File: src/rtl/lsu_byte_master.sv
// lsu_byte_master
//   Load/store initiator between the pipeline MEM stage and an 8-bit,
//   little-endian, byte-addressed data memory. It accepts one load or store
//   of 1/2/4/8 bytes, performs one byte access per cycle, and returns a
//   single-cycle response. A load returns sign- or zero-extended data. A store
//   returns an acknowledge with zero data.
//
// Ports
//   clk, reset      clock; synchronous active-low reset
//   req_*           request: valid/ready, write, size, unsigned, addr, wdata
//   resp_*          one-cycle completion pulse with rdata and err
//   busy            stall request to the pipeline (high whenever not IDLE)
//   mem_*           byte memory port: addr, wdata, we, re, rdata (comb read)
//   dbg_state       current FSM state (0 IDLE, 1 XFER, 2 RESP)
//
// Handshake: a request transfers on a posedge where req_valid && req_ready.
// req_ready is high only in IDLE. The block holds no queue, so requests
// presented while busy are ignored rather than held. resp_valid is a
// single-cycle pulse and has no ready input.
module lsu_byte_master #(
  parameter int ADDR_W    = 64,
  parameter int MEM_BYTES = 1234
) (
  input  logic              clk,
  input  logic              reset,
  input  logic              req_valid,
  output logic              req_ready,
  input  logic              req_write,
  input  logic [1:0]        req_size,
  input  logic              req_unsigned,
  input  logic [ADDR_W-1:0] req_addr,
  input  logic [63:0]       req_wdata,
  output logic              resp_valid,
  output logic [63:0]       resp_rdata,
  output logic              resp_err,
  output logic              busy,
  output logic [ADDR_W-1:0] mem_addr,
  output logic [7:0]        mem_wdata,
  output logic              mem_we,
  output logic              mem_re,
  input  logic [7:0]        mem_rdata,
  output logic [1:0]        dbg_state
);

  typedef enum logic [1:0] {
    ST_IDLE = 2'd0,
    ST_XFER = 2'd1,
    ST_RESP = 2'd2
  } state_e;

  // The range check uses one extra bit so that addr + N cannot wrap.
  localparam logic [ADDR_W:0] MEM_LIMIT = (ADDR_W+1)'(MEM_BYTES);

  state_e            state_q, state_d;
  logic [2:0]        k_q, k_d;
  logic [ADDR_W-1:0] addr_q, addr_d;
  logic [1:0]        size_q, size_d;
  logic              write_q, write_d;
  logic              unsigned_q, unsigned_d;
  logic [63:0]       wdata_q, wdata_d;
  logic [63:0]       data_q, data_d;

  logic              req_ready_q, req_ready_d;
  logic              resp_valid_q, resp_valid_d;
  logic [63:0]       resp_rdata_q, resp_rdata_d;
  logic              resp_err_q, resp_err_d;
  logic              busy_q, busy_d;
  logic [ADDR_W-1:0] mem_addr_q, mem_addr_d;
  logic [7:0]        mem_wdata_q, mem_wdata_d;
  logic              mem_we_q, mem_we_d;
  logic              mem_re_q, mem_re_d;

  // N-1 for a given size. It is the alignment mask and also the index of
  // the last byte.
  function automatic logic [2:0] size_mask(input logic [1:0] sz);
    case (sz)
      2'd0:    size_mask = 3'd0;
      2'd1:    size_mask = 3'd1;
      2'd2:    size_mask = 3'd3;
      default: size_mask = 3'd7;
    endcase
  endfunction

  // Extends the low 8N bits to 64. A double is returned raw.
  function automatic logic [63:0] extend(input logic [63:0] d,
                                         input logic [1:0]  sz,
                                         input logic        uns);
    case (sz)
      2'd0:    extend = {{56{d[7]  & ~uns}}, d[7:0]};
      2'd1:    extend = {{48{d[15] & ~uns}}, d[15:0]};
      2'd2:    extend = {{32{d[31] & ~uns}}, d[31:0]};
      default: extend = d;
    endcase
  endfunction

  logic [ADDR_W:0] req_end;
  logic            req_bad;
  logic [2:0]      k_next;

  always_comb begin
    req_end = {1'b0, req_addr} + (ADDR_W+1)'({1'b0, size_mask(req_size)} + 4'd1);
    req_bad = ((req_addr[2:0] & size_mask(req_size)) != 3'd0) || (req_end > MEM_LIMIT);
    k_next  = k_q + 3'd1;

    state_d      = state_q;
    k_d          = k_q;
    addr_d       = addr_q;
    size_d       = size_q;
    write_d      = write_q;
    unsigned_d   = unsigned_q;
    wdata_d      = wdata_q;
    data_d       = data_q;
    req_ready_d  = 1'b0;
    resp_valid_d = 1'b0;
    resp_rdata_d = 64'd0;
    resp_err_d   = 1'b0;
    busy_d       = 1'b1;
    mem_addr_d   = mem_addr_q;   // address holds outside XFER
    mem_wdata_d  = 8'd0;
    mem_we_d     = 1'b0;
    mem_re_d     = 1'b0;

    case (state_q)
      ST_IDLE: begin
        req_ready_d = 1'b1;
        busy_d      = 1'b0;
        if (req_valid) begin
          addr_d      = req_addr;
          size_d      = req_size;
          write_d     = req_write;
          unsigned_d  = req_unsigned;
          wdata_d     = req_wdata;
          data_d      = 64'd0;
          k_d         = 3'd0;
          req_ready_d = 1'b0;
          busy_d      = 1'b1;
          if (req_bad) begin
            // Rejected requests skip memory entirely and respond next cycle.
            state_d      = ST_RESP;
            resp_valid_d = 1'b1;
            resp_err_d   = 1'b1;
          end else begin
            state_d     = ST_XFER;
            mem_addr_d  = req_addr;
            mem_we_d    = req_write;
            mem_re_d    = ~req_write;
            mem_wdata_d = req_write ? req_wdata[7:0] : 8'd0;
          end
        end
      end

      ST_XFER: begin
        if (!write_q) data_d[{k_q, 3'b000} +: 8] = mem_rdata;
        if (k_q == size_mask(size_q)) begin
          state_d      = ST_RESP;
          resp_valid_d = 1'b1;
          // data_d already contains the last byte captured on this edge.
          resp_rdata_d = write_q ? 64'd0 : extend(data_d, size_q, unsigned_q);
        end else begin
          k_d         = k_next;
          mem_addr_d  = addr_q + ADDR_W'(k_next);
          mem_we_d    = write_q;
          mem_re_d    = ~write_q;
          mem_wdata_d = write_q ? wdata_q[{k_next, 3'b000} +: 8] : 8'd0;
        end
      end

      ST_RESP: begin
        state_d     = ST_IDLE;
        req_ready_d = 1'b1;
        busy_d      = 1'b0;
      end

      default: begin
        state_d     = ST_IDLE;
        req_ready_d = 1'b1;
        busy_d      = 1'b0;
      end
    endcase
  end

  always_ff @(posedge clk) begin
    if (!reset) begin
      state_q      <= ST_IDLE;
      k_q          <= 3'd0;
      addr_q       <= '0;
      size_q       <= 2'd0;
      write_q      <= 1'b0;
      unsigned_q   <= 1'b0;
      wdata_q      <= 64'd0;
      data_q       <= 64'd0;
      req_ready_q  <= 1'b1;
      resp_valid_q <= 1'b0;
      resp_rdata_q <= 64'd0;
      resp_err_q   <= 1'b0;
      busy_q       <= 1'b0;
      mem_addr_q   <= '0;
      mem_wdata_q  <= 8'd0;
      mem_we_q     <= 1'b0;
      mem_re_q     <= 1'b0;
    end else begin
      state_q      <= state_d;
      k_q          <= k_d;
      addr_q       <= addr_d;
      size_q       <= size_d;
      write_q      <= write_d;
      unsigned_q   <= unsigned_d;
      wdata_q      <= wdata_d;
      data_q       <= data_d;
      req_ready_q  <= req_ready_d;
      resp_valid_q <= resp_valid_d;
      resp_rdata_q <= resp_rdata_d;
      resp_err_q   <= resp_err_d;
      busy_q       <= busy_d;
      mem_addr_q   <= mem_addr_d;
      mem_wdata_q  <= mem_wdata_d;
      mem_we_q     <= mem_we_d;
      mem_re_q     <= mem_re_d;
    end
  end

  assign req_ready  = req_ready_q;
  assign resp_valid = resp_valid_q;
  assign resp_rdata = resp_rdata_q;
  assign resp_err   = resp_err_q;
  assign busy       = busy_q;
  assign mem_addr   = mem_addr_q;
  assign mem_wdata  = mem_wdata_q;
  assign mem_we     = mem_we_q;
  assign mem_re     = mem_re_q;
  assign dbg_state  = state_q;

endmodule
File: config.mk
export PLATFORM = sky130hd
export DESIGN_NAME = lsu_byte_master
export DESIGN_NICKNAME = d
export VERILOG_FILES = /design/src/rtl/lsu_byte_master.sv
export SDC_FILE = /design/constraint.sdc
export NUM_CORES = 1
export LEC_CHECK = 0
export CAP_MARGIN = 20
export CELL_PAD_IN_SITES_DETAIL_PLACEMENT = 0
export CELL_PAD_IN_SITES_GLOBAL_PLACEMENT = 1
export CORE_MARGIN = 2
export CORE_UTILIZATION = 40
export CTS_CLUSTER_DIAMETER = 200
export DETAILED_ROUTE_END_ITERATION = 16
export GPL_TIMING_DRIVEN = 0
export HOLD_SLACK_MARGIN = 0.02
export MAX_ROUTING_LAYER = met4
export PLACE_DENSITY = 0.85
export SYNTH_ARGS = -nofsm -noshare
export SYNTH_HDL_FRONTEND = slang
export SYNTH_SLANG_ARGS = --single-unit
File: constraint.sdc
create_clock -name clk -period 5.7 [get_ports clk]
set_clock_uncertainty 0.1 [all_clocks]
set_input_delay 0.855 -clock clk [delete_from_list [all_inputs] [get_ports clk]]
set_output_delay 0.855 -clock clk [all_outputs]
set_load 0.02 [all_outputs]
==> results_dict.tcl, run 1 <==
set metrics [dict create \
    final_layout_size_suffix_gt1_share_pct 7.50 \
    synthToLayoutAreaGrowth_pct 26.5 \
    muxShareOfSynthArea_pct 6.79 \
    crit-reg2reg-launch "k_q[0]$_SDFFE_PN0P_" \
    seq_power_share_pct 46.1 \
    synth_fp_nets 2262 \
    htreeDepth 2 \
    final-max-slew-violation-count 0 \
    timing.critical_path.required_ns 5.99 \
    syn_inst 2107 \
    dp_cells 2916 \
    hold_path.class "reg -> reg" \
    cts-buffers-inserted 36 \
    cell_type_with_the_largest_total_area_after_synthesis "dfxtp_1" \
    yosys_most_used_dff "dfxtp_1" \
    crit_path_top_delay_cell "clkdlybuf4s50_1" \
    wirelength_um 64000 \
    cp.arrival_ns 5.68 \
    period_share_pct 94.6 \
    initial_utilization_pct 40.7 \
    first_global_vias 16513 \
    worst-setup-path-type "in -> reg" \
    crit_start "req_size[1]" \
    grt_antenna_before_repair 2 \
    switching_fraction_of_total_power_pct 25.8 \
    combinational_share_of_power_pct 10.5 \
    cell_types_with_the_largest_area_share_after_synthesis "dfxtp_1 (40%), nand2_1 (8.6%), a21oi_1 (6.6%)" \
    clock-root-buffer "clkbuf_16" \
    final-hold-violation-count 0 \
    clkSinkCount 343 \
    syn_avg_cell_area_um2 8.14 \
    power_density_mw_per_mm2 251 \
    crit_buf_inv 2 \
    fin_crit_ns 5.39 \
    wl_met1_um 28100 \
    wl_met3_um 4500 \
    cpLargestDelayFamily "simple AND/OR/NAND/NOR gates" \
    critical_path.max_fanout 10 \
    initial_detailed_routing_violation_count 1654 \
    die_area_mm2 0.0445 \
    dp_worst_setup_slack_ns -0.324 \
    p_clk_share_pct 43.4 \
    synthAdderAreaFrac_pct 0.963 \
    core.rowCount 75 \
    netlist_area_mm2 0.0171 \
    maximum_clock_rate_ghz 0.185 \
    maximum_number_of_pins_on_one_net_before_global_route_repair 14 \
    finalSetupViolCount 0 \
    clk_latency_ns 0.54 \
    synthDominantCellAreaShare_pct 40.1 \
    grt_first_pass_wirelength_um 96900 \
    yosys_warnings 0 \
    holdBufCountCts 0 \
    vdd_ir_drop_max_mv 0.183 \
    worst_slack_ns 0.305 \
    length_of_routed_met2_wiring_um 29300 \
    synth_commonest_cells "nand2_1 (395), dfxtp_1 (343), a21oi_1 (225), nor2_1 (154), clkbuf_1 (139)" \
    timing.critical_path.from_type "input port" \
    run_status "finished, final reports clean" \
    highest-signal-layer "met4" \
    grtUsageTotal_pct 28.8 \
    timing.critical_path.to_type "register" \
    slew-limit-headroom_pct 31.5 \
    synthXorXnorAreaFrac_pct 4.39 \
    height_of_the_die_um 211 \
    hpwl_um 49300 \
    synth_compound_gate_area_share_pct 16.8 \
    hold_end "wdata_q[13]$_SDFFE_PN0P_" \
    yosys.area_share.simple_pct 25.8 \
    cellInternalPower_mw 4.03 \
    synth_seq_area_share_pct 40.1 \
    die_x_um 211 \
    hold_path.startpoint "wdata_q[13]$_SDFFE_PN0P_" \
    worst_r2r_endpoint "resp_rdata[36]$_SDFF_PP0_" \
    gp_congestion 0.951 \
    synth.most_common_cell "nand2_1" \
    setup_total_negative_slack_ns 0 \
    tritoncts "done" \
    r2r_slack_ns 1.43 \
    clock_buffer_depth 3 \
    ff2ff_path_depth 12 \
    timing.max_cap.violations 0 \
    synth_cell_types 85 \
    holdPathStages 2 \
    drt_first_pass_iters 5 \
    cp_cell_sequence "clkdlybuf4s50_1 > nor2_1 > ha_1 > fa_1 > nand2b_1 > a2111o_1 > nor4_2 > mux2i_1 > nand4_1 > nor4_1 > nand4_2 > nor2_2 > buf_2 > o221ai_1" \
    top_level_ports 287 \
    timing.critical_path.slowest_cell_delay_ns 0.58 \
    total_power_mw 5.43 \
    post-route-drc-count 0 \
    vias_per_cell 5.84 \
    globalRoute.totalOverflow 0 \
    hold_ws_ns 0.355 \
    clk_pin_slew_ns 0.06 \
    rsz0062_at_grt "no" \
    p_switching_mw 1.40 \
    p_leak_nw 7.37 \
    number_of_enable_type_register_cells_in_the_synthesized_netlist 0 \
    max_slew.worst_pin.slew_ns 1.02 \
    synth.ff_latch_count 343 \
    via_count 17413 \
    antenna_left 0 \
    instances_no_fill 2981 \
    asyncSetResetFlopFracSynth_pct 0 \
    final_nets 2570 \
    buffer_ports.inserted 267 \
    dominant_combinational_cell_family_by_area_after_synthesis "simple AND/OR/NAND/NOR gates" \
    wl_per_cell_um 21.5 \
    core_area_mm2 0.0421 \
]
-- layout make-up --
class                      instances  area [um2]
timing repair buffer             270        2690
multi-input combinational       1569        9390
inverter                          20        75.1
fill                            3972       20400
antenna                            2        5.00
tap                              539         674
clock buffer                      50        1000
buffer                           175         822
sequential                       343        6870
clock inverter                    13         161
-- worst reg2reg max path, stage by stage, from the launching register on --
cell      delay (ns)
dfxtp_1         0.43
inv_1           0.18
ha_1            0.43
clkbuf_1        0.32
nor2_1          0.13
nand4_1         0.14
clkbuf_1        0.58
mux2i_1         0.45
mux2i_1         0.18
nand2_1         0.31
o31a_1          0.39
clkbuf_1        0.37
a21oi_1         0.13
-- state kept, by name, summed over array words and instances, names as in the netlist --
register / flops
addr_q: 64
data_q: 64
mem_addr: 64
resp_rdata: 64
wdata_q: 64
mem_wdata: 8
k_q: 3
dbg_state: 2
size_q: 2
busy: 1
mem_re: 1
mem_we: 1
req_ready: 1
resp_err: 1
resp_valid: 1
unsigned_q: 1
write_q: 1
-- stage by stage --
| step | area (um2) | utilization [%] |
|---|---|---|
| 2_1_floorplan | 17100 | - |
| 6_report | 21700 | 51.5 |
| 3_5_place_dp | 20500 | 48.7 |
| 4_1_cts | 21700 | 51.5 |
| 5_1_grt | 21700 | 51.5 |
| 3_3_place_gp | 20500 | 48.6 |
-- what timing repair did --
item	in CTS	in global routing
gates resized for setup	0	1
setup endpoints to repair	0	26
setup buffers	0	0
-- layer usage --
layer	up-vias	track usage (%)
met2	743	44.9
met1	8363	39.0
met3	115	3.29
met5	-	-
met4	0	9.54
li1	8192	-
-- worst max-delay path by stage --
stage               cells after the start  slack, ns                   endpoint
floorplan                              13       1.25   mem_addr[2]$_SDFFE_PN0P_
global placement                       14      -0.38  mem_addr[42]$_SDFFE_PN0P_
detailed placement                     14      -0.32  mem_addr[42]$_SDFFE_PN0P_
CTS                                    14       0.21  mem_addr[42]$_SDFFE_PN0P_
global route                           14       0.12  mem_addr[41]$_SDFFE_PN0P_
finish                                 14       0.31  mem_addr[42]$_SDFFE_PN0P_
-- cell usage in the layout, fill, tap and decap left out, drive strengths merged, types with 22 or more instances in the layout --
master         count
xor2              42
nor3              36
nor2             155
nand4             80
nand3            122
dfxtp            343
clkdlybuf4s50    267
buf               26
xnor2             44
nand2            396
mux2              51
a21oi            225
a22oi             63
o21ai             32
mux2i             23
clkbuf           200
o221ai            32
nor4              22
-- cells by family after synthesis --
| logic type | count (synthesis) |
|---|---|
| AND/OR/NAND/NOR | 926 |
| adder cells (fa/ha/maj) | 12 |
| buffers and inverters | 195 |
| AO/OA/AOI/OAI | 455 |
| XOR/XNOR | 86 |
| flip-flops | 343 |
| multiplexers | 90 |
-- power by group through the flow --
stage / Sequential [mW] / Clock, mW / Combinational [mW]
2_1_floorplan: 2.54 / 0 / 0.298
3_3_place_gp: 2.56 / 0 / 0.553
3_5_place_dp: 2.56 / 0 / 0.557
4_1_cts: 2.51 / 2.38 / 0.560
5_1_grt: 2.51 / 2.48 / 0.611
6_report: 2.51 / 2.36 / 0.569
(Power assumes the default switching activity.)
==> run 2, diff against run 1 <==
--- a/config.mk
+++ b/config.mk
@@ -8,14 +8,16 @@
 export CAP_MARGIN = 20
 export CELL_PAD_IN_SITES_DETAIL_PLACEMENT = 0
 export CELL_PAD_IN_SITES_GLOBAL_PLACEMENT = 1
+export CORE_ASPECT_RATIO = 2
 export CORE_MARGIN = 2
 export CORE_UTILIZATION = 40
 export CTS_CLUSTER_DIAMETER = 200
+export CTS_CLUSTER_SIZE = 12
 export DETAILED_ROUTE_END_ITERATION = 16
 export GPL_TIMING_DRIVEN = 0
 export HOLD_SLACK_MARGIN = 0.02
 export MAX_ROUTING_LAYER = met4
-export PLACE_DENSITY = 0.85
+export PLACE_DENSITY_LB_ADDON = 0.1
 export SYNTH_ARGS = -nofsm -noshare
 export SYNTH_HDL_FRONTEND = slang
 export SYNTH_SLANG_ARGS = --single-unit
==> run 2 against run 1 <==
Non-clock buffer count did not move. Final area decreased by 1.1%. Flip-flop and latch count unchanged. Sequential power about the same. Clock-buffer cell count is 16 lower. Via count increased by 0.41%. First-iteration DRC count is 26% lower. Wire length rose by 16%. Critical path depth stayed put. Register-to-register slack improved by 0.04 ns. Hold slack worse by 0.0022 ns.
==> results_dict.tcl, run 2 (synthesis results as in run 1) <==
set metrics [dict create \
    setup_total_negative_slack_ns 0 \
    finalSetupViolCount 0 \
    rsz0062_at_grt "no" \
    leading_cell_type_in_the_layout_fill_and_taps_excluded "nand2_1" \
    htreeDepth 2 \
    post-route-drc-count 0 \
    grt_antenna_before_repair 1 \
    maximum_number_of_pins_on_one_net_before_global_route_repair 13 \
    p_leak_nw 7.24 \
    final-max-slew-violation-count 0 \
    vias_per_cell 5.91 \
    initial_utilization_pct 40.4 \
    final_nets 2568 \
    max_slew.worst_pin.slew_ns 1.21 \
    total_power_mw 5.11 \
    gp_congestion 0.970 \
    synthToLayoutAreaGrowth_pct 25.1 \
    buffer_ports.inserted 267 \
    wirelength_um 74200 \
    fin_crit_ns 5.56 \
    core_area_mm2 0.0424 \
    initial_detailed_routing_violation_count 1218 \
    most-common-layout-cells "nand2_1 (395), dfxtp_1 (343), clkdlybuf4s50_1 (267)" \
    clock-root-buffer "clkbuf_16" \
    clk_latency_ns 0.54 \
    period_share_pct 97.6 \
    globalRoute.totalOverflow 0 \
    clk_pin_slew_ns 0.07 \
    maximum_clock_rate_ghz 0.180 \
    final-hold-violation-count 0 \
    height_of_the_die_um 297 \
    grtUsageTotal_pct 33.2 \
    vdd_ir_drop_max_mv 0.188 \
    top_level_ports 287 \
    clock_buffer_depth 3 \
    die_x_um 150 \
    drt_first_pass_iters 6 \
    wl_per_cell_um 25.1 \
    final_layout_size_suffix_gt1_share_pct 7.00 \
    post_dp_cell_area_mm2 0.0205 \
    die_area_mm2 0.0446 \
    critical_path.max_fanout 10 \
    final.fill_count 4175 \
    core.rowCount 107 \
    timing.critical_path.to_type "register" \
    cp.arrival_ns 5.89 \
    first_global_vias 17448 \
    area_of_all_placed_cells_without_fillers_mm2 0.0214 \
    worst-setup-path-type "in -> reg" \
    cts-buffers-inserted 34 \
    grt_first_pass_wirelength_um 107000 \
    hold_path.class "reg -> reg" \
    timing.critical_path.required_ns 6.03 \
    via_count 17484 \
    antenna-diode-count 0 \
    run_status "finished, final reports clean" \
    hpwl_um 59400 \
    timing.max_cap.violations 0 \
    power_density_mw_per_mm2 238 \
    timing.critical_path.from_type "input port" \
    clkSinkCount 343 \
    slew-limit-headroom_pct 18.8 \
    antenna_left 0 \
    tritoncts "done" \
]
==> run 2: cell types whose count changed in the layout (fill, tap and decap cells not counted), sizes merged <==
cell	change
clkbuf	-16
inv	+1
clkinv	-7
diode	-2
bufinv	-3
==> run 2: cell type report <==
class                      instances  area, um2  area share, %
tap                              545        682           3.18
clock buffer                      34        851           3.97
timing repair buffer             270       2710           12.6
clock inverter                     4       41.3          0.193
multi-input combinational       1569       9400           43.8
inverter                          20       75.1          0.350
buffer                           175        823           3.84
sequential                       343       6870           32.0
==> run 2: timing repair <==
action                                  in CTS  in global routing
endpoints found under the setup margin       6                 40
pin swaps                                    0                  1
hold buffers                                 0                  0
buffers inserted                             0                  1
gates resized for setup                      2                  3
==> run 2: worst max-delay path: stages <==
cell             delay, ns
clkdlybuf4s50_1       0.66
nor2_1                0.11
ha_1                  0.24
fa_1                  0.43
nand2b_1              0.24
a2111o_1              0.48
nor4_2                0.77
xnor2_1               0.19
a31oi_1               0.13
nor4_1                0.54
nand4_2               0.28
clkbuf_1              0.28
or4_1                 0.58
o311ai_0              0.11
==> run 2: final timing paths <==
check,startpoint,end,slack [ns],depth (start not counted)
min reg2reg,wdata_q[15]$_SDFFE_PN0P_,wdata_q[15]$_SDFFE_PN0P_,0.35,2
max,req_size[1],mem_addr[2]$_SDFFE_PN0P_,0.14,14
max reg2reg,k_q[0]$_SDFFE_PN0P_,resp_rdata[57]$_SDFF_PP0_,1.47,12
min,wdata_q[15]$_SDFFE_PN0P_,wdata_q[15]$_SDFFE_PN0P_,0.35,2
==> run 2: per-layer routing <==
| metal | vias to the layer above | track usage, % | routed length, um |
|---|---|---|---|
| met3 | 279 | 3.38 | 3070 |
| met2 | 705 | 63.1 | 40900 |
| met1 | 8337 | 28.8 | 23400 |
| met4 | 0 | 25.0 | 6820 |
| met5 | - | - | 0 |
| li1 | 8163 | - | - |
==> run 2: power by group <==
part	switching [mW]	internal, mW	total [mW]
Combinational	0.390	0.208	0.598
Sequential	0.0515	2.45	2.51
Clock	0.938	1.07	2.00
Total	1.38	3.73	5.11
==> run 2: stage by stage <==
stage | instances | utilization, % | worst slack, ns | hold WS (ns)
after floorplan | 2107 | - | 1.25 | 0.333
after global placement | 2919 | 48.3 | -0.564 | 0.339
after global routing | 2960 | 50.5 | 0.0185 | 0.373
after detailed placement | 2921 | 48.4 | -0.597 | 0.346
final | 2960 | 50.5 | 0.135 | 0.353
after CTS | 2959 | 50.5 | 0.0184 | 0.354
